## src/rtl/cordic_ctrl_pkg.sv

```systemverilog
// Shared types and per-mode tables for the CORDIC command dispatcher.
package cordic_ctrl_pkg;

  typedef enum logic [2:0] {
    StIdle, StRdReq, StRdSample, StDecode, StStart, StWaitDone, StWr, StErr
  } state_e;

  localparam int unsigned MODE_LSB    = 8;
  localparam int unsigned PAYLOAD_LSB = 16;

  localparam logic [15:0] TAG_ERR_MISMATCH = 16'h00ED;
  localparam logic [15:0] TAG_ERR_MODE     = 16'h00EE;
  localparam logic [15:0] TAG_ERR_TIMEOUT  = 16'h00EF;

  function automatic logic [1:0] mode_nops(input logic [7:0] mode);
    return (mode == 8'd8) ? 2'd2 : 2'd1;
  endfunction

  function automatic logic [1:0] mode_nres(input logic [7:0] mode);
    case (mode)
      8'd1, 8'd2, 8'd4: return 2'd2;
      8'd3:             return 2'd3;
      default:          return 2'd1;
    endcase
  endfunction

  function automatic logic [15:0] mode_tag(input logic [7:0] mode, input logic [1:0] slot);
    case (mode)
      8'd1, 8'd2, 8'd4: return (slot == 2'd0) ? 16'h000A : 16'h000C;
      8'd3: begin
        case (slot)
          2'd0:    return 16'h000A;
          2'd1:    return 16'h000C;
          default: return 16'h000B;
        endcase
      end
      8'd5:    return 16'h000E;
      8'd6:    return 16'h000F;
      8'd7:    return 16'h000D;
      default: return 16'h000B;
    endcase
  endfunction

endpackage

```

## src/rtl/cordic_res_serializer.sv

```systemverilog
// Holds up to three tagged result words and drains them one per non-full cycle.
module cordic_res_serializer #(
  parameter int unsigned DATA_W = 32
) (
  input  logic                  clk,
  input  logic                  reset_n,
  input  logic                  load,
  input  logic [1:0]            nres,
  input  logic [3*DATA_W-1:0]   res,
  input  logic [47:0]           tags,
  input  logic                  out_full,
  output logic                  wr_en,
  output logic [DATA_W+15:0]    data,
  output logic                  done
);

  logic [DATA_W+15:0] words_q [3];
  logic [1:0]         slot_q;
  logic [1:0]         last_q;
  logic               active_q;

  always_ff @(posedge clk or negedge reset_n) begin
    if (!reset_n) begin
      for (int k = 0; k < 3; k++) words_q[k] <= '0;
      slot_q   <= '0;
      last_q   <= '0;
      active_q <= 1'b0;
    end else if (load) begin
      for (int k = 0; k < 3; k++) words_q[k] <= {tags[k*16 +: 16], res[k*DATA_W +: DATA_W]};
      slot_q   <= '0;
      last_q   <= nres - 2'd1;
      active_q <= 1'b1;
    end else if (wr_en) begin
      if (done) active_q <= 1'b0;
      else      slot_q   <= slot_q + 2'd1;
    end
  end

  always_comb begin
    wr_en = active_q && !out_full;
    done  = wr_en && (slot_q == last_q);
    case (slot_q)
      2'd0:    data = words_q[0];
      2'd1:    data = words_q[1];
      default: data = words_q[2];
    endcase
  end

endmodule

```

## src/rtl/cordic_dispatch_ctrl.sv

```systemverilog
// Pops commands, gathers operands, starts one CORDIC engine and pushes tagged results.
module cordic_dispatch_ctrl
  import cordic_ctrl_pkg::*;
#(
  parameter int unsigned DATA_W  = 32,
  parameter int unsigned N_ENG   = 8,
  parameter int unsigned TIMEOUT = 4096
) (
  input  logic                      clk,
  input  logic                      reset_n,
  input  logic [DATA_W+15:0]        in_data,
  input  logic                      in_empty,
  output logic                      in_rd_en,
  input  logic                      out_full,
  output logic                      out_wr_en,
  output logic [DATA_W+15:0]        out_data,
  output logic [N_ENG-1:0]          eng_start,
  output logic [DATA_W-1:0]         eng_a,
  output logic [DATA_W-1:0]         eng_b,
  input  logic [N_ENG-1:0]          eng_done,
  input  logic [N_ENG*3*DATA_W-1:0] eng_res,
  output logic                      busy,
  output logic [7:0]                err_cnt
);

  localparam int unsigned WORD_W = DATA_W + 16;
  localparam int unsigned TMR_W  = $clog2(TIMEOUT + 1);
  localparam logic [TMR_W-1:0] TMR_LAST = TMR_W'(TIMEOUT - 1);

  state_e              state_q, state_d;
  logic [WORD_W-1:0]   cmd_q;
  logic [7:0]          mode_q;
  logic                have_a_q;
  logic [DATA_W-1:0]   a_q, b_q;
  logic [TMR_W-1:0]    timer_q;
  logic [15:0]         err_tag_q;
  logic [7:0]          err_mode_q;
  logic [7:0]          err_cnt_q;

  logic [7:0]          cmd_mode;
  logic [DATA_W-1:0]   cmd_payload;
  logic                mode_bad;
  logic [2:0]          eng_idx;
  logic [N_ENG-1:0]    eng_sel;
  logic                eng_hit;
  logic                timed_out;
  logic [3*DATA_W-1:0] res_sel;
  logic                ser_wr_en, ser_done;
  logic [WORD_W-1:0]   ser_data;
  logic                unused_cmd;

  assign cmd_mode    = cmd_q[MODE_LSB +: 8];
  assign cmd_payload = cmd_q[PAYLOAD_LSB +: DATA_W];
  assign unused_cmd  = ^cmd_q[MODE_LSB-1:0];
  assign mode_bad    = (cmd_mode == 8'd0) || ({24'd0, cmd_mode} > N_ENG);
  assign eng_idx     = 3'(mode_q - 8'd1);
  assign eng_sel     = N_ENG'(1) << eng_idx;
  // Only the engine we started counts; stray done pulses are dropped.
  assign eng_hit     = |(eng_done & eng_sel);
  assign timed_out   = !eng_hit && (timer_q == TMR_LAST);

  always_comb begin
    res_sel = '0;
    for (int e = 0; e < N_ENG; e++) begin
      if (eng_idx == 3'(e)) res_sel = eng_res[e*3*DATA_W +: 3*DATA_W];
    end
  end

  always_ff @(posedge clk or negedge reset_n) begin
    if (!reset_n) state_q <= StIdle;
    else          state_q <= state_d;
  end

  always_comb begin
    state_d = state_q;
    unique case (state_q)
      StIdle:     if (!in_empty) state_d = StRdReq;
      StRdReq:    if (!in_empty) state_d = StRdSample;
      StRdSample: state_d = StDecode;
      StDecode: begin
        if (have_a_q)                      state_d = (cmd_mode == mode_q) ? StStart : StErr;
        else if (mode_bad)                 state_d = StErr;
        else if (mode_nops(cmd_mode) == 2) state_d = StRdReq;
        else                               state_d = StStart;
      end
      StStart:    state_d = StWaitDone;
      StWaitDone: begin
        if (eng_hit)        state_d = StWr;
        else if (timed_out) state_d = StErr;
      end
      StWr:       if (ser_done) state_d = StIdle;
      StErr:      if (!out_full) state_d = StIdle;
      default:    state_d = StIdle;
    endcase
  end

  always_comb begin
    in_rd_en  = (state_q == StRdReq) && !in_empty;
    eng_start = (state_q == StStart) ? eng_sel : '0;
    busy      = (state_q != StIdle);
    out_wr_en = 1'b0;
    out_data  = '0;
    if (state_q == StWr) begin
      out_wr_en = ser_wr_en;
      out_data  = ser_data;
    end else if (state_q == StErr) begin
      out_wr_en = !out_full;
      out_data  = {err_tag_q, {(DATA_W-8){1'b0}}, err_mode_q};
    end
    eng_a   = a_q;
    eng_b   = b_q;
    err_cnt = err_cnt_q;
  end

  always_ff @(posedge clk or negedge reset_n) begin
    if (!reset_n) begin
      cmd_q      <= '0;
      mode_q     <= '0;
      have_a_q   <= 1'b0;
      a_q        <= '0;
      b_q        <= '0;
      timer_q    <= '0;
      err_tag_q  <= '0;
      err_mode_q <= '0;
      err_cnt_q  <= '0;
    end else begin
      if (state_q == StRdSample) cmd_q <= in_data;
      if (state_q == StDecode) begin
        if (have_a_q) begin
          have_a_q <= 1'b0;
          if (cmd_mode == mode_q) begin
            b_q <= cmd_payload;
          end else begin
            err_tag_q  <= TAG_ERR_MISMATCH;
            err_mode_q <= cmd_mode;
          end
        end else if (mode_bad) begin
          err_tag_q  <= TAG_ERR_MODE;
          err_mode_q <= cmd_mode;
        end else begin
          mode_q   <= cmd_mode;
          a_q      <= cmd_payload;
          b_q      <= '0;
          have_a_q <= (mode_nops(cmd_mode) == 2'd2);
        end
      end
      if (state_q == StStart) begin
        timer_q <= '0;
      end else if (state_q == StWaitDone) begin
        timer_q <= timer_q + 1'b1;
        if (timed_out) begin
          err_tag_q  <= TAG_ERR_TIMEOUT;
          err_mode_q <= mode_q;
        end
      end
      if (state_q == StErr && !out_full && err_cnt_q != 8'hFF) err_cnt_q <= err_cnt_q + 8'd1;
    end
  end

  cordic_res_serializer #(
    .DATA_W (DATA_W)
  ) u_ser (
    .clk      (clk),
    .reset_n  (reset_n),
    .load     ((state_q == StWaitDone) && eng_hit),
    .nres     (mode_nres(mode_q)),
    .res      (res_sel),
    .tags     ({mode_tag(mode_q, 2'd2), mode_tag(mode_q, 2'd1), mode_tag(mode_q, 2'd0)}),
    .out_full (out_full),
    .wr_en    (ser_wr_en),
    .data     (ser_data),
    .done     (ser_done)
  );

endmodule

```

## config.mk

```make
export PLATFORM = sky130hd
export DESIGN_NAME = cordic_dispatch_ctrl
export DESIGN_NICKNAME = d
export VERILOG_FILES = /design/src/rtl/cordic_ctrl_pkg.sv /design/src/rtl/cordic_res_serializer.sv /design/src/rtl/cordic_dispatch_ctrl.sv
export SDC_FILE = /design/constraint.sdc
export NUM_CORES = 1
export LEC_CHECK = 0
export CAP_MARGIN = 10
export CORE_AREA = 2 2 374 376
export DETAILED_ROUTE_END_ITERATION = 16
export DIE_AREA = 0 0 376 378
export PLACE_DENSITY = 0.33
export SKIP_LAST_GASP = 1
export SLEW_MARGIN = 0
export SYNTH_ARGS = -nofsm -noshare
export SYNTH_HDL_FRONTEND = slang
export SYNTH_HIERARCHICAL = 1
export SYNTH_SLANG_ARGS = --single-unit
```

## constraint.sdc

```tcl
create_clock -name clk -period 3 [get_ports clk]
set_input_delay 0.3 -clock clk [delete_from_list [all_inputs] [get_ports clk]]
set_output_delay 0.3 -clock clk [all_outputs]
set_load 0.05 [all_outputs]
```

==> run_results.csv, run 1 <==
group,metric,value,unit
clock_tree,insertion_delay,0.59,ns
logic_synthesis,yosysSeqAreaShare,39.1,%
die,floorplan.initialDensity,14.3,%
sta,finalCriticalPeriod,2.91,ns
global_routing,grt_pass1_wl,213000,um
die,die_y,378,um
die,io_pins,959,
sta,setup_viol,0,
logic_synthesis,synthArstFlopShare,100,%
sta,drv_slew,0,
clock_tree,clk_pin_slew,0.06,ns
pwr,pwr-share-comb,62.8,%
routing,drtPass1Iterations,8,
die,coreArea,139000,um^2
placed_design,gp_congestion,0.959,
placed_design,place_ws,0.176,ns
logic_synthesis,yosysTopAreaCellShare,39.1,%
sta,clock.fmax,0.344,GHz
sta,timing.hold.ws,0.295,ns
pwr,peakVddDrop,520,uV
flow_run,drv_cap,0,
clock_tree,root_buffer,"clkbuf_16",
pwr,switching_power,0.0155,W
routing,postRouteAntennaNets,0,
clock_tree,clockBufferDepth,3,
cells_and_area,final_cells,4735,
cells_and_area,nets,3684,
cells_and_area,post-route-cell-area,34700,um^2
critical_path,critPathKind,"reg2out",
sta,fin_ws,0.0917,ns
pwr,leakagePower,13.0,nW
clock_tree,cts_buffers,43,
logic_synthesis,synth.largest_area_cell,"dfrtp_1",
sta,worst_slew_pin_slew,0.869,ns
pwr,p_clk_share,15.9,%
clock_tree,cts_tree,"yes",
logic_synthesis,avgSynthCellArea,10.6,um^2
cells_and_area,drive_gt1_share,25.6,%
sta,hold_viol,0,
placed_design,dp_hpwl,137000,um
global_routing,grt.total_usage,22.4,%
global_routing,grt_pass1_vias,22000,
critical_path,crit_path_start_kind,"register",
routing,drc,0,
sta,rsz0062_at_grt,"no",
logic_synthesis,synth_cell_types,56,
clock_tree,cts_sinks,310,
cells_and_area,nFillCells,14800,
routing,vias,21000,
pwr,p_sw_share,45.8,%
logic_synthesis,ys.flop_type,"dfrtp_1",
logic_synthesis,yosysMostFrequentCell,"mux2_2",
routing,drtIter0Drc,1709,
logic_synthesis,syn_inst,1869,
critical_path,r2r_cells,8,
logic_synthesis,yosysWarnings,6,
die,die_w,376,um
routing,vias_per_cell,4.43,
critical_path,crit_slowest_cell,"a22oi_1",
sta,slew_headroom,42.1,%
global_routing,antenna_found_initial,177,
clock_tree,htreeDepth,2,
placed_design,placed_cells,4604,
pwr,powerDensity,974,nW/um^2
run_status,status,"completed",
critical_path,crit_fanout,24,
logic_synthesis,synth_area_leaders,"dfrtp_1 39%, mux2_2 23%, mux2i_1 8.1%",
cells_and_area,syn_to_final_growth,74.6,%
die,die-area,142000,um^2
hold_path,min_path_type,"in2async",
routing,avgRoutedWirePerCell,34.8,um
placed_design,io_buffers,950,
routing,totalWireLength,165000,um
global_routing,overflow,0,
sta,min_period_over_period,96.9,%
critical_path,critical-path-max-stage-delay,0.44,ns
cells_and_area,final-seq-area,7770,um^2
placed_design,dpl_cell_area,32800,um^2
pwr,p_int,0.0183,W
logic_synthesis,synth-seq-cells,310,
cells_and_area,multi_input_area,11400,um^2
logic_synthesis,synth_area,19800,um^2
die,rows,137,
logic_synthesis,synth_commonest_cells,"412 x mux2_2, 310 x dfrtp_1, 193 x o22ai_1",
critical_path,arrival,2.61,ns
global_routing,grt_max_degree,95,
critical_path,required,2.70,ns
critical_path,endpoint_kind,"output pin",
critical_path,crit_chain,"inv_1, ha_4, buf_12, a22oi_1, nand2_1, and3_1, buf_12",
sta,skew,0.0315,ns
pwr,power_frac_seq,21.3,%
logic_synthesis,synth_edf_count,0,
critical_path,crit_top_cell,"buf_12",
-- path summary, 6_finish.rpt --
check | start | to | slack, ns
max in group asynchronous | reset_n | u_ser/words_q[117]$_DFFE_PN0P_ | 1.85
max reg2reg | mode_q[1]$_DFFE_PN0P_ | u_ser/words_q[102]$_DFFE_PN0P_ | 0.16
min | reset_n | eng_a[0]$_DFFE_PN0P_ | 0.29
min reg2reg | err_tag_q[5]$_DFF_PN0_ | err_tag_q[5]$_DFF_PN0_ | 0.47
max | u_ser/slot_q[1]$_DFFE_PN0P_ | out_data[11] | 0.09
min in group clk | in_data[31] | cmd_q[31]$_DFFE_PN0P_ | 0.32
-- layout by cell type, fill, tap and decap left out, types with 30 or more instances in the layout --
cell type        instances
diode_2                 44
buf_4                   99
a222oi_1                96
mux2i_1                155
o22ai_1                193
a22oi_1                 30
clkbuf_16               43
mux2_2                 412
nor2_1                  51
nand2_1                156
clkdlybuf4s50_1        890
buf_12                  83
conb_1                  39
inv_1                   39
dfrtp_1                306
-- registers in the layout, summed over array words and instances (netlist names) --
register	flops
eng_b	32
eng_a	32
u_ser/last_q	2
state_q	3
err_tag_q	16
timer_q	13
cmd_q	40
have_a_q	1
err_mode_q	8
u_ser/words_q	144
err_cnt	8
mode_q	8
u_ser/active_q	1
u_ser/slot_q	2
-- metrics by stage --
step | power (W) | util (%) | TNS (ns)
after global routing | 0.0357 | 25.0 | 0
after detailed placement | 0.0280 | 23.6 | 0
after CTS | 0.0341 | 24.9 | -0.114
after global placement | 0.0278 | 23.6 | 0
after floorplan | 0.0179 | - | 0
final | 0.0338 | 25.0 | 0
-- layout make-up --
class / count / area share (%)
inverters: 42 / 0.480
clock inverters: 15 / 0.531
flip-flops and latches: 310 / 22.4
multi-input cells: 1374 / 33.0
clock buffers: 62 / 3.66
well taps: 1807 / 6.52
diodes: 44 / 0.318
repair buffers: 1081 / 33.1
-- worst max-delay path, delay by kind of cell (launching register included) --
kind	cells	cell delay, ns
and+or+nand+nor	2	0.52
buffers and inverters	3	0.44
AOI/OAI and AO/OA	1	0.44
DFF	1	0.36
adders and majority gates	1	0.21
-- power groups by stage --
stage               combinational (W)  clock (W)  sequential, W
global route                   0.0225    0.00574        0.00743
detailed placement             0.0208          0        0.00722
finish                         0.0212    0.00538        0.00719
CTS                            0.0214    0.00557        0.00720
floorplan                      0.0105          0        0.00737
global placement               0.0206          0        0.00718
-- repair_timing --
action,CTS,global route
resized for setup,42,14
hold endpoints to repair,63,0
setup buffers,6,1
pin swaps,3,1
hold buffers,1,0
gates cloned,2,0
endpoints found under the setup margin,45,29
-- cell families (layout without fill, tap and decap cells) --
| kind of cell | Yosys count | after routing | synth area share (%) |
|---|---|---|---|
| other cells | 2 | 83 | 0.0378 |
| buf+inv | 222 | 1200 | 5.24 |
| mux | 577 | 577 | 31.8 |
| xor+xnor | 23 | 23 | 1.01 |
| flops | 310 | 310 | 39.1 |
| simple gates | 328 | 328 | 7.64 |
| compound gates | 403 | 403 | 15.0 |
| fa+ha+maj | 4 | 4 | 0.252 |
-- routing by layer --
metal	up-vias	track usage (%)	routed length, um
li1	9106	-	-
met1	10400	26.3	66000
met2	1031	37.9	78600
met3	337	8.06	14900
met4	60	7.11	5100
met5	-	0	369
Power figures use the tool's default switching activity.
==> run 2: changes to the inputs <==
ABC_AREA = 1   (was not set)
ABC_CLOCK_PERIOD_IN_PS = 3000   (was not set)
CORE_AREA = 2 2 379 381   (was 2 2 374 376)
DIE_AREA = 0 0 381 383   (was 0 0 376 378)
PLACE_DENSITY = 0.31   (was 0.33)
==> run 2 against run 1 <==
Effect of this change:
- via count grew 9.8%
- global-route usage decreased by 2.3 points
- non-clock buffer count shrank 16
- largest power group unchanged
- critical endpoint is now out_data[10]
- cell count up 19%
- worst hold slack improved by 0.025 ns
- die area increased by 2.7%
- clock power is 3% lower
==> run_results.csv, run 2 <==
group,metric,value,unit
logic_synthesis,synth_area_leaders,"dfrtp_1 41%, nand2_1 19%, nand3_1 7.1%",
logic_synthesis,synth_commonest_cells,"969 x nand2_1, 310 x dfrtp_1, 265 x nand3_1",
global_routing,overflow,0,
hold_path,hold_start,"in_data[21]",
sta,skew,0.0288,ns
die,rows,139,
sta,clock.fmax,0.336,GHz
routing,totalWireLength,153000,um
sta,min_period_over_period,99.1,%
routing,drtIter0Drc,1633,
global_routing,grt_max_degree,97,
cells_and_area,nets,4523,
placed_design,dp_hpwl,126000,um
routing,vias_per_cell,4.07,
cells_and_area,largest_reg_flops,144,
clock_tree,clockBufferDepth,3,
critical_path,crit_path_start_kind,"register",
cells_and_area,syn_to_final_growth,78.0,%
placed_design,place_ws,0.343,ns
die,coreArea,142000,um^2
sta,fin_ws,0.0266,ns
die,die_w,381,um
clock_tree,clk_pin_slew,0.06,ns
cells_and_area,postLayoutCoreUtil,23.5,%
routing,drtPass1Iterations,5,
logic_synthesis,avgSynthCellArea,6.86,um^2
sta,timing.hold.ws,0.320,ns
die,io_pins,959,
cells_and_area,nFillCells,16100,
cells_and_area,largest_register,"u_ser/words_q",
logic_synthesis,synth_edf_count,0,
global_routing,grt_pass1_vias,22700,
critical_path,r2r_cells,13,
sta,rsz0062_at_grt,"yes",
clock_tree,insertion_delay,0.57,ns
global_routing,antenna_found_initial,90,
sta,slew_headroom,45.4,%
logic_synthesis,yosysWarnings,6,
clock_tree,cts_tree,"yes",
logic_synthesis,synth.largest_area_cell,"dfrtp_1",
sta,drv_slew,0,
critical_path,crit_path_start,"u_ser/slot_q[1]$_DFFE_PN0P_",
sta,finalCriticalPeriod,2.97,ns
cells_and_area,final-seq-area,7760,um^2
critical_path,critPathKind,"reg2out",
hold_path,hold_depth,3,
cells_and_area,final_cells,5656,
run_status,status,"completed",
sta,setup_viol,0,
sta,fin_setup_tns,0,ns
cells_and_area,top_regs,"u_ser/words_q: 144 flops, cmd_q: 40 flops",
clock_tree,cts_sinks,310,
sta,hold_viol,0,
die,die-area,146000,um^2
critical_path,endpoint_kind,"output pin",
logic_synthesis,ys.flop_type,"dfrtp_1",
logic_synthesis,yosysTopAreaCellShare,41.3,%
logic_synthesis,syn_inst,2736,
logic_synthesis,synth_cell_types,41,
routing,postRouteAntennaNets,0,
pwr,peakVddDrop,340,uV
logic_synthesis,synthArstFlopShare,100,%
critical_path,crit_fanout,13,
critical_path,arrival,2.67,ns
sta,worst_slew_pin_slew,0.819,ns
placed_design,gp_congestion,0.933,
die,die_y,383,um
routing,drc,0,
clock_tree,cts_buffers,43,
global_routing,grt_pass1_wl,201000,um
logic_synthesis,synth_area,18800,um^2
placed_design,io_buffers,950,
logic_synthesis,yosysMostFrequentCell,"nand2_1",
cells_and_area,layout_common_cells,"968 x nand2_1, 892 x clkdlybuf4s50_1, 308 x dfrtp_1",
pwr,powerDensity,752,nW/um^2
pwr,leakagePower,13.9,nW
cells_and_area,layout_commonest_cell,"nand2_1",
critical_path,timing.rr.start,"mode_q[0]$_DFFE_PN0P_",
clock_tree,htreeDepth,2,
cells_and_area,multi_input_area,9580,um^2
global_routing,grt.total_usage,20.1,%
routing,vias,23000,
clock_tree,root_buffer,"clkbuf_16",
critical_path,required,2.70,ns
placed_design,placed_cells,5546,
cells_and_area,drive_gt1_share,8.19,%
hold_path,min_path_type,"in2reg",
logic_synthesis,yosysSeqAreaShare,41.3,%
flow_run,drv_cap,0,
die,floorplan.initialDensity,13.2,%
routing,avgRoutedWirePerCell,27.1,um
logic_synthesis,synth-seq-cells,310,
-- run 2: timing repair --
item                       4_1_cts  5_1_grt
setup buffers                    0        1
setup endpoints to repair       22       24
cloned                           1        0
hold buffers                     1        0
hold endpoints to repair        56        0
gates resized for setup         24       14
-- run 2: layout make-up --
class,instances,area share [%]
well taps,1903,7.12
multi-input cells,2050,28.7
diodes,30,0.225
inverters,221,2.53
clock buffers,59,3.67
flip-flops and latches,310,23.2
clock inverters,18,0.580
repair buffers,1065,34.0
-- run 2: worst paths after layout --
check                                           endpoint  slack (ns)
max                                         out_data[10]        0.03
min                                cmd_q[21]$_DFFE_PN0P_        0.32
max reg2reg                u_ser/words_q[31]$_DFFE_PN0P_        0.50
min reg2reg                       err_tag_q[7]$_DFF_PN0_        0.46
max in group asynchronous  u_ser/words_q[96]$_DFFE_PN0P_        1.80
min in group asynchronous  u_ser/words_q[58]$_DFFE_PN0P_        0.34
-- run 2: power breakdown --
group          leakage, nW  switching [W]  internal (W)
clock network        0.707        0.00211       0.00312
logic                 9.26        0.00879       0.00448
registers             3.90       0.000932       0.00571
total                 13.9         0.0118        0.0133
-- run 2: metal layers --
| layer | part of all wire [%] | up-vias | track usage, % |
|---|---|---|---|
| met4 | 2.0 | 58 | 4.97 |
| li1 | - | 11000 | - |
| met2 | 46 | 863 | 31.9 |
| met5 | 0.24 | - | 0 |
| met1 | 44 | 10900 | 26.6 |
| met3 | 8.0 | 189 | 5.98 |
-- run 2: critical path, stage by stage, from the launching register on --
cell     delay [ns]
dfrtp_1        0.37
inv_1          0.12
ha_2           0.25
nor2_4         0.06
buf_12         0.15
buf_12         0.14
a22oi_1        0.49
o21ai_1        0.15
inv_1          0.08
nor2_1         0.06
buf_12         0.18
-- run 2: kinds of logic (layout without fill, tap and decap cells) --
family,after synthesis,after routing,share of synthesized area [%]
AO/OA/AOI/OAI,411,411,11.9
buffers and inverters,413,1363,9.27
flip-flops,310,310,41.3
adder cells (fa/ha/maj),4,4,0.267
other,2,69,0.0400
multiplexers,1,1,0.0600
XOR/XNOR,13,13,0.606
AND/OR/NAND/NOR,1582,1582,36.6
-- run 2: per-stage QoR --
stage	area [um^2]	total power, W
2_1_floorplan	18900	0.0128
3_3_place_gp	31800	0.0200
3_5_place_dp	31800	0.0200
4_1_cts	33300	0.0256
5_1_grt	33400	0.0268
6_report	33400	0.0251
==> run 3: changes to the inputs <==
CTS_CLUSTER_DIAMETER = 100   (was not set)
==> run 3 against run 2 <==
Effect of this change:
- sequential power barely moved
- worst hold slack got worse by 0.0056 ns
- setup slack improved by 0.052 ns
- sequential cell count did not move
- clock-buffer cell count rose by 7
- core utilization rose by 0.055 points
- clock power rose by 3%
- final area rose by 0.24%
- critical path depth fell by 3
- routed wire length barely moved
- critical path type unchanged
==> run_results.csv, run 3 (synthesized netlist as in run 2, its figures left out) <==
group,metric,value,unit
global_routing,grt.total_usage,20.1,%
clock_tree,cts_sinks,310,
hold_path,min_path_type,"in2reg",
die,coreArea,142000,um^2
sta,hold_viol,0,
sta,slew_headroom,45.9,%
clock_tree,insertion_delay,0.57,ns
cells_and_area,nFillCells,16100,
critical_path,path_delay_family,"compound AO/OA/AOI/OAI gates",
critical_path,crit_fanout,48,
cells_and_area,layout_common_cells,"968 x nand2_1, 892 x clkdlybuf4s50_1, 308 x dfrtp_1",
sta,drv_slew,0,
pwr,p_clk_share,21.3,%
clock_tree,cts_buffers,44,
placed_design,gp_congestion,0.933,
pwr,leakagePower,13.9,nW
routing,drtPass1Iterations,5,
sta,clock.fmax,0.342,GHz
cells_and_area,postLayoutCoreUtil,23.5,%
cells_and_area,post-route-cell-area,33500,um^2
sta,skew,0.0201,ns
cells_and_area,final_cells,5662,
clock_tree,root_buffer,"clkbuf_16",
run_status,status,"completed",
global_routing,overflow,0,
critical_path,crit_top_cell,"buf_12",
sta,rsz0062_at_grt,"yes",
routing,vias_per_cell,4.06,
pwr,switching_power,0.0119,W
sta,worst_slew_pin_slew,0.812,ns
clock_tree,htreeDepth,2,
sta,finalCriticalPeriod,2.92,ns
flow_run,drv_cap,0,
clock_tree,clockBufferDepth,3,
clock_tree,cts_tree,"yes",
sta,fin_setup_tns,0,ns
die,die-area,146000,um^2
pwr,p_int,0.0135,W
routing,vias,23000,
die,rows,139,
sta,setup_viol,0,
critical_path,arrival,2.62,ns
global_routing,grt_pass1_vias,22700,
critical_path,critical-path-max-stage-delay,0.37,ns
routing,totalWireLength,153000,um
cells_and_area,drive_gt1_share,8.29,%
placed_design,dp_hpwl,126000,um
pwr,peakVddDrop,366,uV
global_routing,antenna_found_initial,90,
routing,postRouteAntennaNets,0,
sta,timing.hold.ws,0.314,ns
cells_and_area,largest_register,"u_ser/words_q",
global_routing,grt_max_degree,97,
pwr,p_sw_share,46.9,%
routing,drtIter0Drc,1662,
critical_path,endpoint_kind,"output pin",
die,io_pins,959,
critical_path,crit_slowest_cell,"dfrtp_1",
routing,avgRoutedWirePerCell,27.1,um
die,floorplan.initialDensity,13.2,%
pwr,pwr-share-comb,52.4,%
global_routing,grt_pass1_wl,201000,um
die,die_w,381,um
cells_and_area,largest_reg_flops,144,
critical_path,crit_chain,"inv_1, ha_2, buf_12, a22oi_2, o21ai_1, a22o_1, buf_12",
cells_and_area,nets,4526,
pwr,powerDensity,756,nW/um^2
sta,min_period_over_period,97.4,%
routing,drc,0,
placed_design,dpl_cell_area,31800,um^2
placed_design,io_buffers,950,
critical_path,critical_path_buf_inv_count,3,
cells_and_area,layout_commonest_cell,"nand2_1",
critical_path,critPathKind,"reg2out",
clock_tree,clk_pin_slew,0.06,ns
die,die_y,383,um
placed_design,placed_cells,5546,
critical_path,crit_path_start_kind,"register",
cells_and_area,syn_to_final_growth,78.4,%
critical_path,required,2.70,ns
cells_and_area,top_regs,"u_ser/words_q: 144 flops, cmd_q: 40 flops",
pwr,power_frac_seq,26.3,%
==> run 3: cell types whose count changed in the layout (fill, tap and decap cells not counted), sizes merged <==
| cell | change |
|---|---|
| diode | +1 |
| clkinv | -5 |
| bufinv | -1 |
| buf | +2 |
| clkbuf | +7 |
| clkinvlp | -1 |
| inv | +3 |
==> run 3: metal layers <==
| metal | track usage (%) | up-vias | routed length [um] |
|---|---|---|---|
| met5 | 0 | - | 379 |
| met4 | 4.94 | 62 | 2820 |
| met3 | 6.10 | 186 | 11300 |
| met2 | 31.9 | 829 | 71000 |
| met1 | 26.6 | 10900 | 67900 |
| li1 | - | 11000 | - |
==> run 3: final cells by class <==
type	count	area, um^2	share of cell area, %
Antenna cell	31	77.6	0.232
Clock buffer	66	1340	3.99
Clock inverter	14	158	0.471
Inverter	221	847	2.53
Multi-Input combinational cell	2050	9580	28.6
Sequential cell	310	7760	23.2
Tap cell	1903	2380	7.11
Timing Repair Buffer	1067	11400	33.9
==> run 3: final timing paths <==
path	startpoint	end	slack (ns)	cells after the start
max in group asynchronous	reset_n	u_ser/words_q[96]$_DFFE_PN0P_	1.82	3
worst max-delay path	u_ser/slot_q[1]$_DFFE_PN0P_	out_data[7]	0.08	7
worst min-delay path	in_data[21]	cmd_q[21]$_DFFE_PN0P_	0.31	3
worst min register to register	err_tag_q[7]$_DFF_PN0_	err_tag_q[7]$_DFF_PN0_	0.46	2
min in group asynchronous	reset_n	u_ser/words_q[58]$_DFFE_PN0P_	0.32	2
worst max register to register	mode_q[0]$_DFFE_PN0P_	u_ser/words_q[31]$_DFFE_PN0P_	0.46	13
==> run 3: repair_timing <==
action	in CTS	in global routing
gates resized for setup	22	19
setup endpoints to repair	24	30
hold buffers	1	0
gates cloned	1	0
setup buffers	0	3
pin swaps	0	0
hold endpoints to repair	56	0
==> run 3: power groups by stage <==
stage	combinational [W]	sequential, W	clock [W]
2_1_floorplan	0.00573	0.00704	0
3_3_place_gp	0.0133	0.00670	0
3_5_place_dp	0.0133	0.00670	0
4_1_cts	0.0135	0.00665	0.00564
5_1_grt	0.0144	0.00683	0.00578
6_report	0.0133	0.00665	0.00539
==> run 3: worst reg2reg max path, cell delays in order (launching register included) <==
cell	delay [ns]
dfrtp_2	0.52
nor2_2	0.30
inv_2	0.15
nor2_4	0.14
buf_12	0.20
buf_4	0.31
nand2_1	0.09
nand4_1	0.08
a21oi_1	0.07
buf_4	0.18
nand4_1	0.15
buf_4	0.16
nand2_1	0.06
nand2_1	0.08
==> run 3: per-stage QoR <==
stage | setup WS [ns] | power, W
2_1_floorplan | -0.0386 | 0.0128
4_1_cts | -0.142 | 0.0258
3_5_place_dp | 0.343 | 0.0200
6_report | 0.0784 | 0.0253
5_1_grt | -0.0661 | 0.0270
3_3_place_gp | 0.330 | 0.0200
